$ cat src/rtl/fp_to_int_unit_sp_pkg.sv
// Shared types for the FP-to-integer unit: flopoco operand layout, op codes,
// rounding modes and FCLASS bit positions.
package fp_to_int_unit_sp_pkg;

  localparam int unsigned ID_W = 4;
  typedef logic [ID_W-1:0] id_t;

  localparam logic [1:0] EXN_ZERO   = 2'b00;
  localparam logic [1:0] EXN_NORMAL = 2'b01;
  localparam logic [1:0] EXN_INF    = 2'b10;
  localparam logic [1:0] EXN_NAN    = 2'b11;

  typedef struct packed {
    logic [1:0]  exn;
    logic        sign;
    logic [7:0]  exp;
    logic [22:0] frac;
  } flopoco_t;

  typedef enum logic [1:0] {
    FPCVT_TO_I_OP,
    FPCVT_TO_U_OP,
    FPMV_TO_X_OP,
    FPCLASS_OP
  } fp_to_int_op_t;

  typedef struct packed {
    flopoco_t      rs1;
    fp_to_int_op_t op;
    logic [2:0]    rm;
  } fp_to_int_inputs_t;

  localparam logic [2:0] RM_RNE = 3'd0;
  localparam logic [2:0] RM_RTZ = 3'd1;
  localparam logic [2:0] RM_RDN = 3'd2;
  localparam logic [2:0] RM_RUP = 3'd3;
  localparam logic [2:0] RM_RMM = 3'd4;

  localparam int unsigned FCLASS_NEG_INF  = 0;
  localparam int unsigned FCLASS_NEG_NORM = 1;
  localparam int unsigned FCLASS_NEG_ZERO = 3;
  localparam int unsigned FCLASS_POS_ZERO = 4;
  localparam int unsigned FCLASS_POS_NORM = 6;
  localparam int unsigned FCLASS_POS_INF  = 7;
  localparam int unsigned FCLASS_QNAN     = 9;

  function automatic logic [31:0] fclass_mask(input int unsigned idx);
    return 32'd1 << idx;
  endfunction

endpackage

$ cat src/rtl/fp_to_int_unit_sp_if.sv
// Issue and writeback handshake interfaces used by the FP-to-integer unit.
interface unit_issue_interface;
  import fp_to_int_unit_sp_pkg::*;
  logic ready;
  logic new_request;
  id_t  id;
  modport unit (output ready, input new_request, input id);
  modport decode (input ready, output new_request, output id);
endinterface

interface unit_writeback_interface;
  import fp_to_int_unit_sp_pkg::*;
  logic        done;
  logic [31:0] rd;
  id_t         id;
  logic        ack;
  modport unit (output done, output rd, output id, input ack);
  modport wb (input done, input rd, input id, output ack);
endinterface

$ cat src/rtl/fp_to_int_unit_sp_round_sat.sv
// Combinational rounding and saturation of an aligned magnitude to a 32-bit
// signed/unsigned integer. Flag outputs exist only with FP_CVT_FFLAGS_EN.
module fp_round_sat_sp
  import fp_to_int_unit_sp_pkg::*;
(
  input  logic [32:0] mag,
  input  logic        guard,
  input  logic        sticky,
  input  logic        sign,
  input  logic        ovf,
  input  logic [1:0]  exn,
  input  logic [2:0]  rm,
  input  logic        to_unsigned,
  output logic [31:0] result
`ifdef FP_CVT_FFLAGS_EN
  ,
  output logic        nv,
  output logic        nx
`endif
);

  logic        inexact;
  logic        inc;
  logic [32:0] rounded;
  logic [31:0] sat_hi;
  logic [31:0] sat_lo;
  logic        invalid;

  always_comb begin
    inexact = guard | sticky;
    case (rm)
      RM_RTZ:  inc = 1'b0;
      RM_RDN:  inc = sign & inexact;
      RM_RUP:  inc = ~sign & inexact;
      RM_RMM:  inc = guard;
      default: inc = guard & (sticky | mag[0]);
    endcase
    rounded = mag + {32'd0, inc};

    sat_hi = to_unsigned ? '1 : 32'h7FFF_FFFF;
    sat_lo = to_unsigned ? '0 : 32'h8000_0000;

    // Range check uses the full 33-bit rounded value so a carry out of the
    // increment still saturates instead of wrapping.
    case (exn)
      EXN_INF, EXN_NAN: invalid = 1'b1;
      EXN_NORMAL: begin
        if (ovf)
          invalid = 1'b1;
        else if (to_unsigned)
          invalid = sign ? (rounded != '0) : rounded[32];
        else
          invalid = sign ? (rounded > 33'h0_8000_0000) : (rounded > 33'h0_7FFF_FFFF);
      end
      default: invalid = 1'b0;
    endcase

    if (invalid)
      result = ((exn == EXN_NAN) || !sign) ? sat_hi : sat_lo;
    else if (sign)
      result = (~rounded[31:0]) + 32'd1;
    else
      result = rounded[31:0];
  end

`ifdef FP_CVT_FFLAGS_EN
  assign nv = invalid;
  assign nx = inexact & ~invalid;
`endif

endmodule

$ cat src/rtl/fp_to_int_unit_sp.sv
// Two-stage FCVT.W.S / FCVT.WU.S / FMV.X.W / FCLASS.S unit on flopoco operands.
// Define FP_CVT_FFLAGS_EN to add the registered fflags output.
module fp_to_int_unit_sp
  import fp_to_int_unit_sp_pkg::*;
#(
  parameter int unsigned EXP_W  = 8,
  parameter int unsigned FRAC_W = 23,
  parameter int unsigned XLEN   = 32
) (
  input  logic                        clk,
  input  logic                        rst_n,
  input  fp_to_int_inputs_t           inputs,
  unit_issue_interface.unit           issue,
  unit_writeback_interface.unit       wb
`ifdef FP_CVT_FFLAGS_EN
  ,
  output logic [4:0]                  fflags
`endif
);

  localparam int unsigned BIAS = (1 << (EXP_W - 1)) - 1;

  typedef struct packed {
    id_t             id;
    fp_to_int_op_t   op;
    logic [2:0]      rm;
    logic            sign;
    logic [1:0]      exn;
    logic [32:0]     mag;
    logic            guard;
    logic            sticky;
    logic            ovf;
    logic [XLEN-1:0] misc;
  } s1_t;

  typedef struct packed {
    id_t             id;
    logic [XLEN-1:0] rd;
`ifdef FP_CVT_FFLAGS_EN
    logic            nv;
    logic            nx;
`endif
  } s2_t;

  logic v1_q, v1_d, v2_q, v2_d;
  s1_t  s1_q, s1_d, s1_new;
  s2_t  s2_q, s2_d, s2_new;
  logic adv1, adv2;

  logic signed [9:0] exp_unb;
  logic [55:0]       shifted;
  logic [XLEN-1:0]   fmv_val;
  logic [XLEN-1:0]   cls_val;

  logic [31:0] cvt_result;
  logic        is_cvt;
`ifdef FP_CVT_FFLAGS_EN
  logic        cvt_nv;
  logic        cvt_nx;
`endif

  always_comb begin
    adv2 = !v2_q || wb.ack;
    adv1 = !v1_q || adv2;
  end

  assign issue.ready = adv1;

  // Stage 1: alignment into integer magnitude + guard/sticky, and the
  // non-arithmetic results (FMV/FCLASS), which need no second stage work.
  always_comb begin
    exp_unb = $signed({2'b00, inputs.rs1.exp}) - $signed(10'(BIAS));
    shifted = {32'd0, 1'b1, inputs.rs1.frac} << exp_unb[4:0];

    s1_new        = '0;
    s1_new.id     = issue.id;
    s1_new.op     = inputs.op;
    s1_new.rm     = inputs.rm;
    s1_new.sign   = inputs.rs1.sign;
    s1_new.exn    = inputs.rs1.exn;

    if (inputs.rs1.exn == EXN_NORMAL) begin
      if (exp_unb < 10'sd0) begin
        s1_new.guard  = (exp_unb == -10'sd1);
        s1_new.sticky = (exp_unb == -10'sd1) ? (|inputs.rs1.frac) : 1'b1;
      end else if (exp_unb > 10'sd31) begin
        s1_new.ovf = 1'b1;
      end else begin
        s1_new.mag    = shifted[FRAC_W+32:FRAC_W];
        s1_new.guard  = shifted[FRAC_W-1];
        s1_new.sticky = |shifted[FRAC_W-2:0];
      end
    end

    case (inputs.rs1.exn)
      EXN_ZERO: begin
        fmv_val = {inputs.rs1.sign, 31'd0};
        cls_val = fclass_mask(inputs.rs1.sign ? FCLASS_NEG_ZERO : FCLASS_POS_ZERO);
      end
      EXN_NORMAL: begin
        fmv_val = {inputs.rs1.sign, inputs.rs1.exp, inputs.rs1.frac};
        cls_val = fclass_mask(inputs.rs1.sign ? FCLASS_NEG_NORM : FCLASS_POS_NORM);
      end
      EXN_INF: begin
        fmv_val = {inputs.rs1.sign, 8'hFF, 23'd0};
        cls_val = fclass_mask(inputs.rs1.sign ? FCLASS_NEG_INF : FCLASS_POS_INF);
      end
      default: begin
        fmv_val = 32'h7FC0_0000;
        cls_val = fclass_mask(FCLASS_QNAN);
      end
    endcase
    s1_new.misc = (inputs.op == FPCLASS_OP) ? cls_val : fmv_val;

    v1_d = adv1 ? issue.new_request : v1_q;
    s1_d = adv1 ? s1_new : s1_q;
  end

  fp_round_sat_sp u_round_sat (
    .mag         (s1_q.mag),
    .guard       (s1_q.guard),
    .sticky      (s1_q.sticky),
    .sign        (s1_q.sign),
    .ovf         (s1_q.ovf),
    .exn         (s1_q.exn),
    .rm          (s1_q.rm),
    .to_unsigned (s1_q.op == FPCVT_TO_U_OP),
    .result      (cvt_result)
`ifdef FP_CVT_FFLAGS_EN
    ,
    .nv          (cvt_nv),
    .nx          (cvt_nx)
`endif
  );

  always_comb begin
    is_cvt    = (s1_q.op == FPCVT_TO_I_OP) || (s1_q.op == FPCVT_TO_U_OP);
    s2_new    = '0;
    s2_new.id = s1_q.id;
    s2_new.rd = is_cvt ? cvt_result : s1_q.misc;
`ifdef FP_CVT_FFLAGS_EN
    s2_new.nv = is_cvt & cvt_nv;
    s2_new.nx = is_cvt & cvt_nx;
`endif
    v2_d = adv2 ? v1_q : v2_q;
    s2_d = adv2 ? s2_new : s2_q;
  end

  always_ff @(posedge clk) begin
    if (!rst_n) begin
      v1_q <= 1'b0;
      v2_q <= 1'b0;
    end else begin
      v1_q <= v1_d;
      v2_q <= v2_d;
    end
    s1_q <= s1_d;
    s2_q <= s2_d;
  end

  assign wb.done = v2_q;
  assign wb.rd   = s2_q.rd;
  assign wb.id   = s2_q.id;
`ifdef FP_CVT_FFLAGS_EN
  assign fflags  = {s2_q.nv, 3'b000, s2_q.nx};
`endif

endmodule

$ cat src/flat_wrapper.sv
// flat-port wrapper written by rule: the top's interface ports become plain ports
module fp_to_int_unit_sp_flat import fp_to_int_unit_sp_pkg::*;
#(
  parameter int unsigned EXP_W  = 8,
  parameter int unsigned FRAC_W = 23,
  parameter int unsigned XLEN   = 32
)
  (clk, rst_n, inputs, issue_ready, issue_new_request, issue_id, wb_done, wb_rd, wb_id, wb_ack);
  unit_issue_interface issue_i ();
  unit_writeback_interface wb_i ();
  input  logic clk;
  input  logic rst_n;
  input  fp_to_int_inputs_t inputs;
  output wire logic [$bits(issue_i.ready)-1:0] issue_ready;
  input wire logic [$bits(issue_i.new_request)-1:0] issue_new_request;
  input wire logic [$bits(issue_i.id)-1:0] issue_id;
  output wire logic [$bits(wb_i.done)-1:0] wb_done;
  output wire logic [$bits(wb_i.rd)-1:0] wb_rd;
  output wire logic [$bits(wb_i.id)-1:0] wb_id;
  input wire logic [$bits(wb_i.ack)-1:0] wb_ack;
  assign issue_ready = issue_i.ready;
  assign issue_i.new_request = issue_new_request;
  assign issue_i.id = issue_id;
  assign wb_done = wb_i.done;
  assign wb_rd = wb_i.rd;
  assign wb_id = wb_i.id;
  assign wb_i.ack = wb_ack;
  fp_to_int_unit_sp #(.EXP_W(EXP_W), .FRAC_W(FRAC_W), .XLEN(XLEN)) u_core (.clk(clk), .rst_n(rst_n), .inputs(inputs), .issue(issue_i), .wb(wb_i));
endmodule
$ cat config.mk
export PLATFORM = sky130hd
export DESIGN_NAME = fp_to_int_unit_sp_flat
export DESIGN_NICKNAME = d
export VERILOG_FILES = /design/src/rtl/fp_to_int_unit_sp_pkg.sv /design/src/rtl/fp_to_int_unit_sp_if.sv /design/src/rtl/fp_to_int_unit_sp_round_sat.sv /design/src/rtl/fp_to_int_unit_sp.sv /design/src/flat_wrapper.sv
export SDC_FILE = /design/constraint.sdc
export NUM_CORES = 1
export LEC_CHECK = 0
export BUFFER_PORTS_ARGS = -buffer_cell sky130_fd_sc_hd__buf_2
export CAP_MARGIN = 20
export CORE_MARGIN = 2
export CORE_UTILIZATION = 30
export CTS_BUF_LIST = sky130_fd_sc_hd__clkbuf_4
export DETAILED_ROUTE_END_ITERATION = 7
export SETUP_SLACK_MARGIN = 0.2
export SLEW_MARGIN = 20
export SYNTH_ARGS = -nofsm -noshare
export SYNTH_HDL_FRONTEND = slang
export SYNTH_SLANG_ARGS = --single-unit
$ cat constraint.sdc
create_clock -name clk -period 4.5 [get_ports clk]
set_clock_uncertainty 0.2 [all_clocks]
set_input_delay 0.675 -clock clk [delete_from_list [all_inputs] [get_ports clk]]
set_output_delay 0.675 -clock clk [all_outputs]
set_load 0.01 [all_outputs]
=== After elaboration in Yosys (flattened, before gate mapping) ===
Index checks and enable logic that the tools add are counted.

* Word-level logic and storage cells: 82
* Output and inout bits: 38
* Bits of input ports: 47
* Bits in registers: 118

* Add/subtract/negate cells: 3
* Bitwise operators: 8
* Eq/ne operators: 12
* Shift operators: 4
* Order comparisons: 4
* Multiplexer cells: 22
* Reduce and logical (&&, ||, !) cells: 15

{| class="wikitable"
|+ Operators with widths
! operator !! count
|-
| two-way mux 32 bit || 7
|-
| one-hot mux 32 bit (3 select lines) || 2
|-
| << shifter 1 x 32 -> 32 bit, first input constant || 3
|-
| << shifter 24 x 5 -> 56 bit || 1
|-
| adder 33 x 1 -> 33 bit || 1
|-
| greater-than comparator 33 x 31 -> 1 bit, second input constant || 1
|-
| greater-than comparator 33 x 32 -> 1 bit, second input constant || 1
|-
| nonzero test 33 bit || 1
|-
| adder 32 x 1 -> 32 bit, second input constant || 1
|-
| NOT 32 bit || 1
|-
| OR reduction 23 bit || 1
|-
| OR reduction 22 bit || 1
|-
| == test 10 x 1 -> 1 bit, second input constant || 1
|-
| greater-than comparator 10 x 6 -> 1 bit, second input constant || 1
|-
| less-than comparator 10 x 1 -> 1 bit, second input constant || 1
|-
| two-way mux 3 bit || 3
|-
| subtractor 8 x 7 -> 9 bit, second input constant || 1
|-
| == test 2 bit, second input constant || 4
|-
| == test 2 x 1 -> 1 bit, second input constant || 3
|-
| == test 3 x 2 -> 1 bit, second input constant || 2
|-
| two-way mux 1 bit || 6
|-
| logical NOT 2 bit || 2
|-
| logical OR 1 bit || 4
|-
| two-way mux 2 bit || 2
|-
| other kinds (10) || 17
|}

=== Depth between registers and ports, before layout ===
Gate-level depths: netlist of the first run.

* Word-level depth: 11
* Depth in mapped cells: 20
* Depth with buffers taken out: 16

=== Modules after synthesis ===
A second synthesis of the first run with hierarchy kept.

* Cells, all modules: 880
* Area, all modules: 8823.5 µm²

{| class="wikitable"
|+ Modules (own cells, without submodules)
! module !! sequential area each (µm²) !! times used !! area an instance (µm²) !! cells each
|-
| fp_to_int_unit_sp || 3493.4 || 1 || 6393.6 || 525
|-
| fp_round_sat_sp || 0.0 || 1 || 2429.8 || 355
|}

=== Least setup slack after synthesis of the first run ===
Ideal clock, no wire load.

* Kind: reg-to-reg
* Start: register u_core.s1_q[70] (netlist name)
* End: register u_core.s2_q, in the netlist u_core.wb.rd[1], data pin
* Library setup time: 0.284 ns
* Buffers on the path: 5
* Clock period less this slack: 4.303 ns
* Cell stages (with the launch flop): 21
* Arrival: 3.819 ns
* Required time: 4.016 ns
* Slack: 0.197 ns
* Cell sequence: edfxtp_1 -> clkbuf_1 -> xnor2_1 -> nor3b_1 -> a21oi_1 -> nor2_1 -> ha_1 -> ha_1 -> buf_4 -> and3_1 -> buf_2 -> nand4_2 -> buf_2 -> and2_1 -> nor4_2 -> and3_1 -> nor3b_1 -> nand4_1 -> a31oi_1 -> buf_4 -> a221oi_2

{| class="wikitable"
|+ RTL lines
! what !! RTL line !! source
|-
| start, declared || fp_to_int_unit_sp.sv:46 || <nowiki>s1_t s1_q, s1_d, s1_new;</nowiki>
|-
| start signal, assigned || fp_to_int_unit_sp.sv:157 || <nowiki>s1_q <= s1_d;</nowiki>
|-
| end signal, assigned || fp_to_int_unit_sp.sv:158 || <nowiki>s2_q <= s2_d;</nowiki>
|-
| end, declared || fp_to_int_unit_sp.sv:47 || <nowiki>s2_t s2_q, s2_d, s2_new;</nowiki>
|}

==> summary.txt, run 1 <==
Setup path
  • Crit-path slowest cell: edfxtp_1
  • CP bufs+invs: 3
  • Cells on worst reg2reg path: 17
  • Arr. time, crit path: 4.50 ns
  • Most common cell on crit path: buf_4
  • CP peak stage delay: roughly 0.44 ns
  • Worst Setup End Kind: flip-flop
  • Worst EP required: 4.60 ns
  • R2R Path Start: u_core.s1_q[71]
  • Family with the most delay on the worst path: compound AO/OA/AOI/OAI gates
  • Worst setup path category: flip-flop to flip-flop
  • Capturing point of the worst reg2reg path: u_core.wb.rd[6]
  • Crit Path Max Fanout: 10
  • Cell chain of the critical path: xnor2_1, nor3b_2, a21oi_1, nor2_1, ha_2, buf_4, and4_4, buf_4, nand2_1, a21o_1, a32oi_1, nor4_4, and4_1, o21a_1, o31ai_4, clkbuf_16, o211ai_2
  • R2r setup slk: approximately 0.093 ns
  • Startpoint Class: flip-flop

Logic synthesis
  • Count leader, synth: edfxtp_1
  • Netlist cell types: 80
  • Post-Syn Area: between 8000 and 9000 um2
  • Post-synth top area share: 0.397
  • Ranking of synthesized cells by area: edfxtp_1 (40%), mux4_2 (5.2%), nand2_1 (4.9%)
  • Post-synthesis instance total: 875
  • Ys Warns: 0
  • Number of synthesized register bits: around 120
  • FFs w/ async S/R, synth: 0
  • Cell taking the most area after synthesis: edfxtp_1
  • Sequential area share after synthesis: 0.401
  • Average size of a mapped cell: 9.95 um2
  • Top_reg_cell synth: edfxtp_1
  • Most frequent cells after synthesis: edfxtp_1 (115), nand2_1 (113), nor2_1 (56)
  • Post-synth EDFFs: about 120
  • Mapped Nets: 932

STA
  • Worst Tran Pin Value: 1.13 ns
  • Tcrit/Tclk final: 0.979
  • Fin crit period: between 4 and 5 ns
  • Rel. slew slack: 0.238
  • Final Setup Violations: 0
  • RSZ-0062 raised after global routing: yes
  • Max Freq: 0.227 GHz
  • Hold Fails Final Rpt: 0
  • Max Slew Vio Count: 0

Final layout
  • Ratio of cells with drive above 1 in the final layout: 0.282
  • Final std cells w/o fill: 1358
  • Design Area, Final: around 10000 um2
  • Synth-to-Final Area Change: 18.0%
  • Nets: a little over 1k
  • Final core occ: 0.359

Clock tree
  • Clock transition at path regs: 0.12 ns
  • CTS Root Buffer Type: clkbuf_4
  • Num CTS Buffers: 17
  • Max Root-Sink Buffers: 2
  • Clock latency on the worst-skew pair: 0.57 ns
  • Clock Sinks: 117
  • CTS tree: built
  • Htree depth: 4

Die
  • Starting Density: 0.304
  • IO Pins: 85
  • Die X: 174 um
  • DIE AREA: 30400 um2
  • Row cnt: 62
  • Die H: 174 um
  • Core area: 28600 um2

Place
  • Final GP Congestion: 0.923
  • Placement Cell Area: 9600 um2
  • IO Port Bufs: 84
  • Dpl hpwl: 19800 um
  • Cells after DPL: 1309

Run
  • Max cap viols: 0

Routing
  • Vias after detailed routing: 7391
  • Vias/cell: 5.44
  • DRC errors left: 0
  • Initial detailed-routing violation count: 842
  • Antenna-violating nets left: 0
  • WL/cell: 19.6 um
  • Router iterations before antenna repair: 5
  • Detailed Route WL: approximately 27000 um

Hold path
  • Worst hold path type: primary input to flip-flop
  • Hold Path Depth: 1
  • Hold Crit Start: inputs[0]
  • Worst-case hold path end point: u_core.s1_q[71]

GRT
  • Initial antenna violation count: 1
  • Final global-route overflow total: 0
  • Vias in the first global route: 6764
  • Largest net degree at the start of global routing: 57
  • First-pass GRT wire length: 40400 um
  • GRT Total Usage: 0.173

Power
  • Leak: 4.00 nW
  • Worst IR Drop VDD: around 0.00015 V
  • Cell Pwr Density: between 200 and 300 nW/um2

Run status
  • Outcome: finished clean
power by group:
group,switching [mW],internal (mW)
Combinational,0.435,0.312
Sequential,0.0456,1.29
Clock,0.480,0.287
worst max-delay path by stage:
stage	startpoint	endpoint	slack, ns	depth (start not counted)
after detailed placement	u_core.s1_q[71]	u_core.wb.rd[23]	0.09	17
final	u_core.s1_q[71]	u_core.wb.rd[6]	0.09	17
after floorplan	u_core.s1_q[70]	u_core.wb.rd[1]	0.24	20
after global placement	u_core.s1_q[71]	u_core.wb.rd[30]	0.19	17
after global routing	u_core.s1_q[71]	u_core.wb.rd[30]	-0.12	16
after CTS	u_core.s1_q[71]	u_core.wb.rd[13]	0.21	16
sequential cells by signal, summed over array words and instances, names as in the netlist:
register and cells:
u_core.wb.rd 32, u_core.s1_q 79, u_core.wb.done 1, u_core.wb.id 4, u_core.v1_q 1
worst reg2reg max path: cells and delay by family (launching register included):
kind / cells / cell delay [ns]
and+or+nand+nor: 6 / 1.07
DFF: 1 / 0.44
xor gates and xnor gates: 1 / 0.16
AOI/OAI and AO/OA: 6 / 1.47
buffers and inverters: 3 / 0.61
adders and majority gates: 1 / 0.22
cell usage in the layout (no fill, tap or decap), types with 5 or more instances in the layout:
| master | synthesis | final |
|---|---|---|
| mux4_2 | 20 | 20 |
| and3_1 | 8 | 6 |
| nor4_2 | 5 | 7 |
| buf_4 | 7 | 43 |
| o211ai_1 | 5 | 5 |
| o31ai_1 | 6 | 5 |
| xor2_1 | 15 | 15 |
| nor2b_1 | 11 | 11 |
| xnor2_1 | 48 | 44 |
| o21ai_0 | 30 | 30 |
| nor2_1 | 56 | 55 |
| inv_6 | 0 | 5 |
| a211oi_1 | 12 | 12 |
| a31oi_1 | 9 | 8 |
| inv_1 | 28 | 28 |
| buf_2 | 16 | 84 |
| nand3_1 | 32 | 31 |
| and2_1 | 20 | 20 |
| a21oi_1 | 36 | 36 |
| ha_1 | 10 | 8 |
| nand2_1 | 113 | 111 |
| a21boi_0 | 5 | 5 |
| and4_1 | 9 | 7 |
| clkbuf_4 | 0 | 17 |
| nor4_4 | 2 | 6 |
| mux2i_1 | 29 | 29 |
| nand4_1 | 14 | 14 |
| nor3_1 | 22 | 20 |
| o211ai_2 | 20 | 20 |
| edfxtp_1 | 115 | 115 |
| nand2b_1 | 8 | 8 |
| nor4_1 | 20 | 14 |
| a221oi_2 | 12 | 11 |
layer usage:
| layer | vias up | global-route usage | routed length, um |
|---|---|---|---|
| met2 | 302 | 0.250 | 11500 |
| met3 | 36 | 0.0291 | 2020 |
| met4 | 0 | 0.0504 | 572 |
| met1 | 3587 | 0.262 | 12500 |
| met5 | - | 0 | 0 |
| li1 | 3466 | - | - |
kinds of logic after synthesis:
family,synth area share
buffers and inverters,0.0513
flip-flops,0.401
adder cells (fa/ha/maj),0.0144
XOR/XNOR,0.0653
AND/OR/NAND/NOR,0.217
multiplexers,0.0864
AO/OA/AOI/OAI,0.165
stage by stage:
| stage | TNS [ns] | power [mW] | hold slack [ns] | worst slack (ns) |
|---|---|---|---|---|
| 2_1_floorplan | 0 | 1.81 | 0.200 | 0.240 |
| 3_3_place_gp | 0 | 2.06 | 0.201 | 0.188 |
| 3_5_place_dp | 0 | 2.06 | 0.205 | 0.0930 |
| 4_1_cts | 0 | 2.83 | 0.0497 | 0.207 |
| 5_1_grt | -2.27 | 2.98 | 0.0301 | -0.120 |
| 6_report | 0 | 2.85 | 0.0941 | 0.0928 |
timing repair:
item	in CTS	in global routing
hold buffers	0	0
endpoints found under the setup margin	32	32
cloned	1	3
hold endpoints to repair	0	0
buffers inserted	1	11
pin swaps	4	32
resized for setup	15	30
layout make-up:
cell class / instances / area, um2
Fill cell: 2846 / 18400
Multi-Input combinational cell: 661 / 5030
Sequential cell: 117 / 3490
Timing Repair Buffer: 135 / 887
Tap cell: 384 / 480
Clock inverter: 15 / 145
Clock buffer: 17 / 128
Inverter: 28 / 105
Antenna cell: 1 / 2.50
Power figures use the tool's default switching activity.
==> run 2, diff against run 1 <==
--- a/config.mk
+++ b/config.mk
@@ -11,6 +11,8 @@
 export CORE_UTILIZATION = 30
 export CTS_BUF_LIST = sky130_fd_sc_hd__clkbuf_4
 export DETAILED_ROUTE_END_ITERATION = 7
+export GPL_TIMING_DRIVEN = 0
+export PLACE_DENSITY = 0.48
 export SETUP_SLACK_MARGIN = 0.2
 export SLEW_MARGIN = 20
 export SYNTH_ARGS = -nofsm -noshare
==> summary.txt, run 2 (same netlist as run 1, synthesis figures left out) <==
Run status
  • Outcome: complete, but fails checks (was finished clean)
  • Failing checks: DRC

Setup path
  • Worst Setup End Kind: flip-flop (unchanged)
  • Worst setup path category: flip-flop to flip-flop (unchanged)
  • Family with the most delay on the worst path: compound AO/OA/AOI/OAI gates (unchanged)
  • CP bufs+invs: 6 (was 3)
  • Most common cell on crit path: buf_6 (was buf_4)
  • Arr. time, crit path: 4.41 ns (was 4.50 ns)
  • CP peak stage delay: 0.39 ns (was 0.44 ns)
  • Crit-path slowest cell: o31ai_4 (was edfxtp_1)
  • Startpoint Class: flip-flop (unchanged)
  • Crit Path Max Fanout: 8 (was 10)
  • Worst EP required: 4.56 ns (was 4.60 ns)
  • Cell chain of the critical path: clkbuf_8, xnor2_2, nor3b_2, a21oi_1, nor2_2, ha_4, ha_4, buf_6, and3_4, buf_6, nand4_4, buf_8, buf_4, nor4_4, o21bai_1, a22oi_2, nand3_4, o21a_4, o31ai_4, buf_6, o211ai_2 (was xnor2_1, nor3b_2, a21oi_1, nor2_1, ha_2, buf_4, and4_4, buf_4, nand2_1, a21o_1, a32oi_1, nor4_4, and4_1, o21a_1, o31ai_4, clkbuf_16, o211ai_2)

Power
  • Leak: 4.19 nW (was 4.00 nW)
  • Cell Pwr Density: 266 nW/um2 (was 277 nW/um2)
  • Worst IR Drop VDD: 0.000131 V (was 0.000148 V)

Routing
  • Antenna-violating nets left: 0 (unchanged)
  • DR top layer: met4 (unchanged)
  • Initial detailed-routing violation count: 624 (was 842)
  • WL/cell: 20.1 um (was 19.6 um)
  • Wire length on met3: 1520 um (was 2020 um)
  • Vias after detailed routing: 7529 (was 7391)
  • Vias/cell: 5.32 (was 5.44)
  • Router iterations before antenna repair: 8 (was 5)
  • DRC errors left: 1 (was 0)
  • Met1 wire length: 13500 um (was 12500 um)
  • Detailed Route WL: 28500 um (was 26600 um)
  • WL met2: 12800 um (was 11500 um)

STA
  • Max Slew Vio Count: 0 (unchanged)
  • Final Setup Violations: 0 (unchanged)
  • Max Freq: 0.230 GHz (was 0.227 GHz)
  • Tcrit/Tclk final: 0.966 (was 0.979)
  • Setup TNS: 0 ns (unchanged)
  • Fin crit period: 4.35 ns (was 4.41 ns)
  • Worst hold slack: 0.124 ns (was 0.0941 ns)
  • Rel. slew slack: 0.483 (was 0.238)
  • RSZ-0062 raised after global routing: yes (unchanged)
  • Setup WS post-layout: 0.152 ns (was 0.0928 ns)
  • Hold Fails Final Rpt: 0 (unchanged)
  • Worst Tran Pin Value: 0.776 ns (was 1.13 ns)

Die
  • DIE AREA: 30400 um2 (unchanged)
  • Die X: 174 um (unchanged)
  • Row cnt: 62 (unchanged)
  • Core area: 28600 um2 (unchanged)
  • Die H: 174 um (unchanged)
  • Starting Density: 0.304 (unchanged)
  • IO Pins: 85 (unchanged)

Final layout
  • Reg with most FFs: u_core.s1_q (unchanged)
  • Max reg flops: 79 (unchanged)
  • Nets: 1075 (was 1017)
  • Most common cell after layout, fill and taps aside: edfxtp_1 (unchanged)
  • Final core occ: 0.373 (was 0.359)
  • Commonest non-fill, non-tap cells in the layout: edfxtp_1 (115), nand2_1 (112), buf_2 (96) (was edfxtp_1 (115), nand2_1 (111), buf_2 (84))
  • Synth-to-Final Area Change: 22.6% (was 18.0%)
  • Ratio of cells with drive above 1 in the final layout: 0.295 (was 0.282)

Hold path
  • Worst hold path type: primary input to flip-flop (unchanged)

GRT
  • Final global-route overflow total: 0 (unchanged)
  • GRT Total Usage: 0.187 (was 0.173)
  • Vias in the first global route: 7320 (was 6764)
  • First-pass GRT wire length: 43700 um (was 40400 um)
  • Initial antenna violation count: 1 (unchanged)
  • Largest net degree at the start of global routing: 43 (was 57)

Place
  • Dpl hpwl: 22000 um (was 19800 um)
  • DP Worst Slack: -0.955 ns (was 0.0930 ns)
  • Final GP Congestion: 0.916 (was 0.923)
  • IO Port Bufs: 84 (unchanged)

Clock tree
  • Clock latency on the worst-skew pair: 0.52 ns (was 0.57 ns)
  • Post-CTS Hold Fix Bufs: 0 (unchanged)
  • Clock Sinks: 117 (unchanged)
  • Htree depth: 4 (unchanged)
  • CTS tree: built (unchanged)
  • CTS Root Buffer Type: clkbuf_4 (unchanged)
  • Clock transition at path regs: 0.12 ns (about the same)
  • Num CTS Buffers: 17 (unchanged)
  • Max Root-Sink Buffers: 2 (unchanged)

Run
  • Max cap viols: 0 (unchanged)
-- run 2: changes by cell type in the layout (fill, tap and decap cells not counted), sizes merged --
| cell | change |
|---|---|
| buf | +24 |
| clkbuf | +37 |
| nand4 | -1 |
| clkdlybuf4s15 | -1 |
| clkinv | +3 |
| inv | -4 |
-- run 2: layer usage --
layer | vias to the layer above | GRT usage
met5 | - | 0
met4 | 0 | 0.0518
met3 | 39 | 0.0297
met2 | 276 | 0.291
met1 | 3637 | 0.270
li1 | 3577 | -
-- run 2: through the flow --
stage | instance area [um2] | total power [mW] | cells
4_1_cts | 10500 | 2.84 | 1406
2_1_floorplan | 8710 | 1.81 | 875
3_3_place_gp | 9610 | 2.06 | 1343
6_report | 10700 | 2.83 | 1416
5_1_grt | 10700 | 2.97 | 1416
3_5_place_dp | 9630 | 2.06 | 1344
-- run 2: area by class of cell --
| class | instances | area [um2] |
|---|---|---|
| sequential | 117 | 3490 |
| antenna | 1 | 2.50 |
| buffer | 70 | 407 |
| timing repair buffer | 124 | 792 |
| tap | 384 | 480 |
| multi-input combinational | 660 | 5130 |
| inverter | 28 | 105 |
| clock buffer | 18 | 135 |
| fill | 2939 | 18000 |
| clock inverter | 14 | 126 |
-- run 2: path summary, 6_finish.rpt --
kind	startpoint	endpoint	slack (ns)	cells after the start
worst min-delay path	issue_id[1]	u_core.s1_q[77]	0.12	1
worst max-delay path	u_core.s1_q[70]	u_core.wb.rd[12]	0.15	21
worst max register to register	u_core.s1_q[70]	u_core.wb.rd[12]	0.15	21
worst min register to register	u_core.s1_q[77]	u_core.wb.id[1]	0.23	0
-- run 2: repair_timing --
item / 4_1_cts / 5_1_grt
pin swaps: 24 / 28
resized for setup: 75 / 25
endpoints found under the setup margin: 33 / 33
setup buffers: 26 / 8
cloned: 4 / 1
-- run 2: worst register-to-register path, delay by kind of cell, from the launching register on --
family	cells	cell delay, ns
buf+inv	6	0.89
simple gates	6	0.96
xor+xnor	1	0.13
fa+ha+maj	2	0.31
flops	1	0.38
compound gates	6	1.23
-- run 2: power breakdown --
part           switching (mW)  internal, mW  total (mW)
Combinational           0.463         0.324       0.787
Clock                   0.443         0.283       0.726
Sequential             0.0346          1.29        1.32
